### src/rtl/io_switch_port_if.sv
// io_switch_port_if: data-bus side of the 0xfff0 switch input port.
// addr/read from the bus master, io_word back from the port.
interface io_switch_port_if;
  logic [15:0] addr;
  logic        read;
  logic [15:0] io_word;

  modport slave (
    input  addr,
    input  read,
    output io_word
  );

  modport master (
    output addr,
    output read,
    input  io_word
  );
endinterface

### src/rtl/io_switch_port.sv
// io_switch_port: sync + debounce SW0/SW1/PB0, latch PB0 presses, count presses.
// Ports: clock, reset_n, sw0_raw, sw1_raw, pb0_raw, bus (addr/read/io_word), io_sw0, io_sw1.
module io_switch_port #(
  parameter int DEBOUNCE_COUNT = 50000,
  parameter int CNT_WIDTH      = 16
) (
  input  logic             clock,
  input  logic             reset_n,
  input  logic             sw0_raw,
  input  logic             sw1_raw,
  input  logic             pb0_raw,
  io_switch_port_if.slave  bus,
  output logic             io_sw0,
  output logic             io_sw1
);

  localparam logic [CNT_WIDTH-1:0] CNT_LAST =
    CNT_WIDTH'(DEBOUNCE_COUNT - 1);
  localparam logic [CNT_WIDTH-1:0] CNT_ONE =
    CNT_WIDTH'(1);

  // bit 0 = SW0, bit 1 = SW1, bit 2 = PB0
  logic [2:0]                s1_q;
  logic [2:0]                s2_q;
  logic [2:0]                deb_q;
  logic [2:0]                deb_d;
  logic [2:0][CNT_WIDTH-1:0] cnt_q;
  logic [2:0][CNT_WIDTH-1:0] cnt_d;
  logic                      pb_event_q;
  logic                      pb_event_d;
  logic [7:0]                press_q;
  logic [7:0]                press_d;
  logic                      rise;
  logic                      rd_clr;

  always_comb begin
    deb_d = deb_q;
    cnt_d = cnt_q;
    for (int i = 0; i < 3; i++) begin
      if (s2_q[i] == deb_q[i]) begin
        cnt_d[i] = '0;
      end else if (cnt_q[i] == CNT_LAST) begin
        deb_d[i] = s2_q[i];
        cnt_d[i] = '0;
      end else begin
        cnt_d[i] = cnt_q[i] + CNT_ONE;
      end
    end
  end

  assign rise   = deb_d[2] & ~deb_q[2];
  assign rd_clr = bus.read && (bus.addr == 16'hfff0);

  // A rise on the clearing edge wins so no press is lost.
  always_comb begin
    pb_event_d = pb_event_q;
    press_d    = press_q;
    if (rise) begin
      pb_event_d = 1'b1;
      press_d    = press_q + 8'd1;
    end else if (rd_clr) begin
      pb_event_d = 1'b0;
    end
  end

  always_ff @(posedge clock or negedge reset_n) begin
    if (!reset_n) begin
      s1_q       <= '0;
      s2_q       <= '0;
      deb_q      <= '0;
      cnt_q      <= '0;
      pb_event_q <= 1'b0;
      press_q    <= '0;
    end else begin
      s1_q       <= {pb0_raw, sw1_raw, sw0_raw};
      s2_q       <= s1_q;
      deb_q      <= deb_d;
      cnt_q      <= cnt_d;
      pb_event_q <= pb_event_d;
      press_q    <= press_d;
    end
  end

  assign io_sw0      = deb_q[0];
  assign io_sw1      = deb_q[1];
  assign bus.io_word = {5'd0, press_q, deb_q[1], deb_q[0], pb_event_q};

endmodule

### src/flat_wrapper.sv
// flat-port wrapper written by rule: the top's interface ports become plain ports
module io_switch_port_flat 
#(
  parameter int DEBOUNCE_COUNT = 50000,
  parameter int CNT_WIDTH      = 16
)
  (clock, reset_n, sw0_raw, sw1_raw, pb0_raw, io_sw0, io_sw1, bus_addr, bus_read, bus_io_word);
  io_switch_port_if bus_i ();
  input  logic clock;
  input  logic reset_n;
  input  logic sw0_raw;
  input  logic sw1_raw;
  input  logic pb0_raw;
  output logic io_sw0;
  output logic io_sw1;
  input wire logic [$bits(bus_i.addr)-1:0] bus_addr;
  input wire logic [$bits(bus_i.read)-1:0] bus_read;
  output wire logic [$bits(bus_i.io_word)-1:0] bus_io_word;
  assign bus_i.addr = bus_addr;
  assign bus_i.read = bus_read;
  assign bus_io_word = bus_i.io_word;
  io_switch_port #(.DEBOUNCE_COUNT(DEBOUNCE_COUNT), .CNT_WIDTH(CNT_WIDTH)) u_core (.clock(clock), .reset_n(reset_n), .sw0_raw(sw0_raw), .sw1_raw(sw1_raw), .pb0_raw(pb0_raw), .bus(bus_i), .io_sw0(io_sw0), .io_sw1(io_sw1));
endmodule
### config.mk
export PLATFORM = sky130hd
export DESIGN_NAME = io_switch_port_flat
export DESIGN_NICKNAME = d
export VERILOG_FILES = /design/src/rtl/io_switch_port_if.sv /design/src/rtl/io_switch_port.sv /design/src/flat_wrapper.sv
export SDC_FILE = /design/constraint.sdc
export NUM_CORES = 1
export LEC_CHECK = 0
export ABC_CLOCK_PERIOD_IN_PS = 2100
export CAP_MARGIN = 5
export CORE_MARGIN = 1.5
export CORE_UTILIZATION = 40
export DETAILED_ROUTE_END_ITERATION = 6
export SLEW_MARGIN = 15
export SYNTH_ARGS = -nofsm -noshare
export SYNTH_HDL_FRONTEND = slang
export SYNTH_SLANG_ARGS = --single-unit
export TNS_END_PERCENT = 100
### constraint.sdc
create_clock -name clock -period 2.1 [get_ports clock]
set_clock_uncertainty 0.1 [all_clocks]
set_input_delay 0.63 -clock clock [delete_from_list [all_inputs] [get_ports clock]]
set_output_delay 0.63 -clock clock [all_outputs]
set_load 0.05 [all_outputs]
==> flow_summary.toml <==
[run_status]
outcome = "complete, no violations"

[finish]
area_growth_pct = 21.2
fin_nets = 379
drive_gt1_frac = 0.148
multi_input_area_um2 = 1410
n_antenna_cell = 0
seq_area_um2 = 1650
nFillCells = 737

[grt]
grt_pass1_vias = 2292
met2_usage = 0.239
grt.busiest_layer = "met2"
grt_overflow = 0
grt_pass1_wl_mm = 10.5
grt_max_degree = 20
grt_util_met3 = 0.0406
grt_antenna_before_repair = 0
grt.total_usage = 0.158
use_met1 = 0.212

[job]
drv_cap = 0

[yosys]
ys_warn_count = 0
ys_types = 37
avgSynthCellArea_um2 = 10.3
netlist_area_um2 = 3150
ys_ff_latch = 66
ys_seq_area_frac = 0.525
synthCells = 305

[floorplan]
rows = 32
io-pin-count = 40
dieArea_um2 = 8410
die_height_um = 91.7
start_util = 0.409
die_width_um = 91.7
core-area_um2 = 7690

[routing]
wl_per_cell_um = 12.9
via_per_inst = 5.04
drc = 0
drtIter0Drc = 104
routed_wl_mm = 5.92
vias = 2320
drtPass1Iterations = 4
ant_nets = 0

[timing]
slew_violations = 0
finalSetupTns_ps = 0
min_period_ps = 1890
rsz0062_at_grt = "false"
setup_ws_ps = 213
setup_viol = 0
final.period_utilization = 0.899
hold_viol_final = 0
max_freq_ghz = 0.530

[clocking]
htreeDepth = 3
post-cts-setup-buffers = 0
hold_buffers = 0
cts.sinks = 66
clockBufferDepth = 2
cts-root-buf = "clkbuf_8"
clk_latency_ps = 340
cts_made_buffers = 9
clk_pin_slew_ps = 70
cts_tree = "yes"

[worst_setup_path]
startpoint_type = "flop"
critPathMaxFanout = 7
cp-end-kind = "flop"
critPathArrivalTime_ps = 2050
critPathKind = "flop to flop"
required_ps = 2270

[power]
p_int_mw = 1.88
vdd_drop_max_uv = 328
swShare = 0.233
seqPwrFrac = 0.535
p_per_area_nw_per_um2 = 642
switchingPower_mw = 0.571
p_clk_frac = 0.408
leakage_nw = 1.62
p_comb_frac = 0.058

[placement]
gp_congestion = 0.815
io_buffers = 34
dp_slack_ps = 201
dp_hpwl_mm = 4.18

[hold_path]
hp-class = "input pin to asynchronous set/reset pin"
worst max-delay path, cell delays in order (launching register included):
cell and delay [ps]:
dfrtp_1 440, nand3_2 190, or3_4 440, or4_1 500, a21oi_1 150
synthesized netlist by cell type, drive strengths merged:
cell / number / area, µm²
nor2: 53 / 199
o21ai: 1 / 5.00
nor4b: 2 / 17.5
or3: 2 / 18.8
nand3: 21 / 123
a31o: 1 / 8.76
mux2: 4 / 45.0
nand4bb: 1 / 11.3
ha: 4 / 50.1
a21o: 1 / 7.51
a21oi: 2 / 10.0
nor2b: 1 / 6.26
o31ai: 1 / 7.51
and4bb: 1 / 12.5
nor4bb: 3 / 30.0
nand4: 16 / 100
nor3: 17 / 85.1
and3: 4 / 25.0
xnor2: 36 / 315
buf: 10 / 68.8
or4: 1 / 7.51
nand4b: 1 / 15.0
dfrtp: 66 / 1650
or2: 1 / 6.26
xor2: 14 / 123
clkbuf: 2 / 7.51
inv: 7 / 26.3
nor4: 14 / 93.8
nand2: 16 / 60.1
nand2b: 1 / 6.26
conb: 1 / 3.75
routing by layer:
| layer | up-vias | share of wire |
|---|---|---|
| li1 | 1135 | - |
| met1 | 1134 | 0.47 |
| met2 | 40 | 0.47 |
| met3 | 11 | 0.035 |
| met4 | 0 | 0.022 |
| met5 | - | 0 |
what timing repair did:
action | 4_1_cts | 5_1_grt
gates resized for setup | 0 | 1
endpoints found under the setup margin | 0 | 1
hold endpoints to repair | 0 | 0
power by group through the flow:
stage               clock network (mW)  registers, mW  logic [mW]
floorplan                            0           1.33      0.0652
global placement                     0           1.33       0.144
detailed placement                   0           1.33       0.145
CTS                               1.02           1.31       0.145
global route                      1.09           1.31       0.159
finish                           0.998           1.31       0.141
cell families after synthesis:
family	after synthesis	share of synthesized area
muxes	4	0.0143
adders and majority gates	4	0.0159
other	1	0.00119
xor gates and xnor gates	50	0.139
and+or+nand+nor	155	0.260
buffers and inverters	19	0.0326
DFF	66	0.525
AOI/OAI and AO/OA	6	0.0123
registers in the layout, summed over array words and instances, names as in the netlist:
name,count
u_core.press_q,8
u_core.s1_q,3
u_core.deb_q,3
u_core.pb_event_q,1
u_core.cnt_q,48
u_core.s2_q,3
worst paths after layout:
check | start | end | slack, ps | cells after the start
max reg2reg | u_core.cnt_q[39]$_DFF_PN0_ | u_core.cnt_q[47]$_DFF_PN0_ | 210 | 4
min | reset_n | u_core.press_q[2]$_DFFE_PN0P_ | 120 | 1
max | u_core.cnt_q[39]$_DFF_PN0_ | u_core.cnt_q[47]$_DFF_PN0_ | 210 | 4
min in group clock | u_core.s1_q[0]$_DFF_PN0_ | u_core.s2_q[0]$_DFF_PN0_ | 250 | 0
max in group asynchronous | reset_n | u_core.cnt_q[17]$_DFF_PN0_ | 1270 | 2
min reg2reg | u_core.s1_q[0]$_DFF_PN0_ | u_core.s2_q[0]$_DFF_PN0_ | 250 | 0
cell usage in the layout, fill, tap and decap left out, types with 2 or more instances in the layout:
cell,n
nor4_1,13
xor2_1,14
nand4_1,16
nor3_1,17
clkinv_2,2
nand3_1,19
nand2_1,16
clkbuf_1,2
nor4bb_1,3
nor2_1,53
dfrtp_1,66
xnor2_1,36
inv_1,7
conb_1,5
ha_1,4
buf_4,22
and3_1,4
mux2_2,4
clkbuf_8,12
buf_12,2
clkdlybuf4s50_1,20
a21oi_1,2
cell type report:
type | count | area share
sequential | 66 | 0.433
multi-input combinational | 224 | 0.371
timing repair buffer | 45 | 0.108
clock buffer | 14 | 0.0453
tap | 102 | 0.0335
inverter | 7 | 0.00689
clock inverter | 2 | 0.00263
per-stage QoR:
| stage | area (µm²) | std cells | power [mW] | hold WS [ps] | utilization |
|---|---|---|---|---|---|
| 5_1_grt | 3810 | 460 | 2.56 | 136 | 0.496 |
| 6_report | 3810 | 460 | 2.45 | 116 | 0.496 |
| 4_1_cts | 3810 | 460 | 2.48 | 126 | 0.495 |
| 2_1_floorplan | 3160 | 309 | 1.39 | 231 | - |
| 3_5_place_dp | 3620 | 444 | 1.48 | 238 | 0.471 |
| 3_3_place_gp | 3620 | 444 | 1.48 | 232 | 0.471 |
Note: power is estimated with default switching activity, not from simulation.
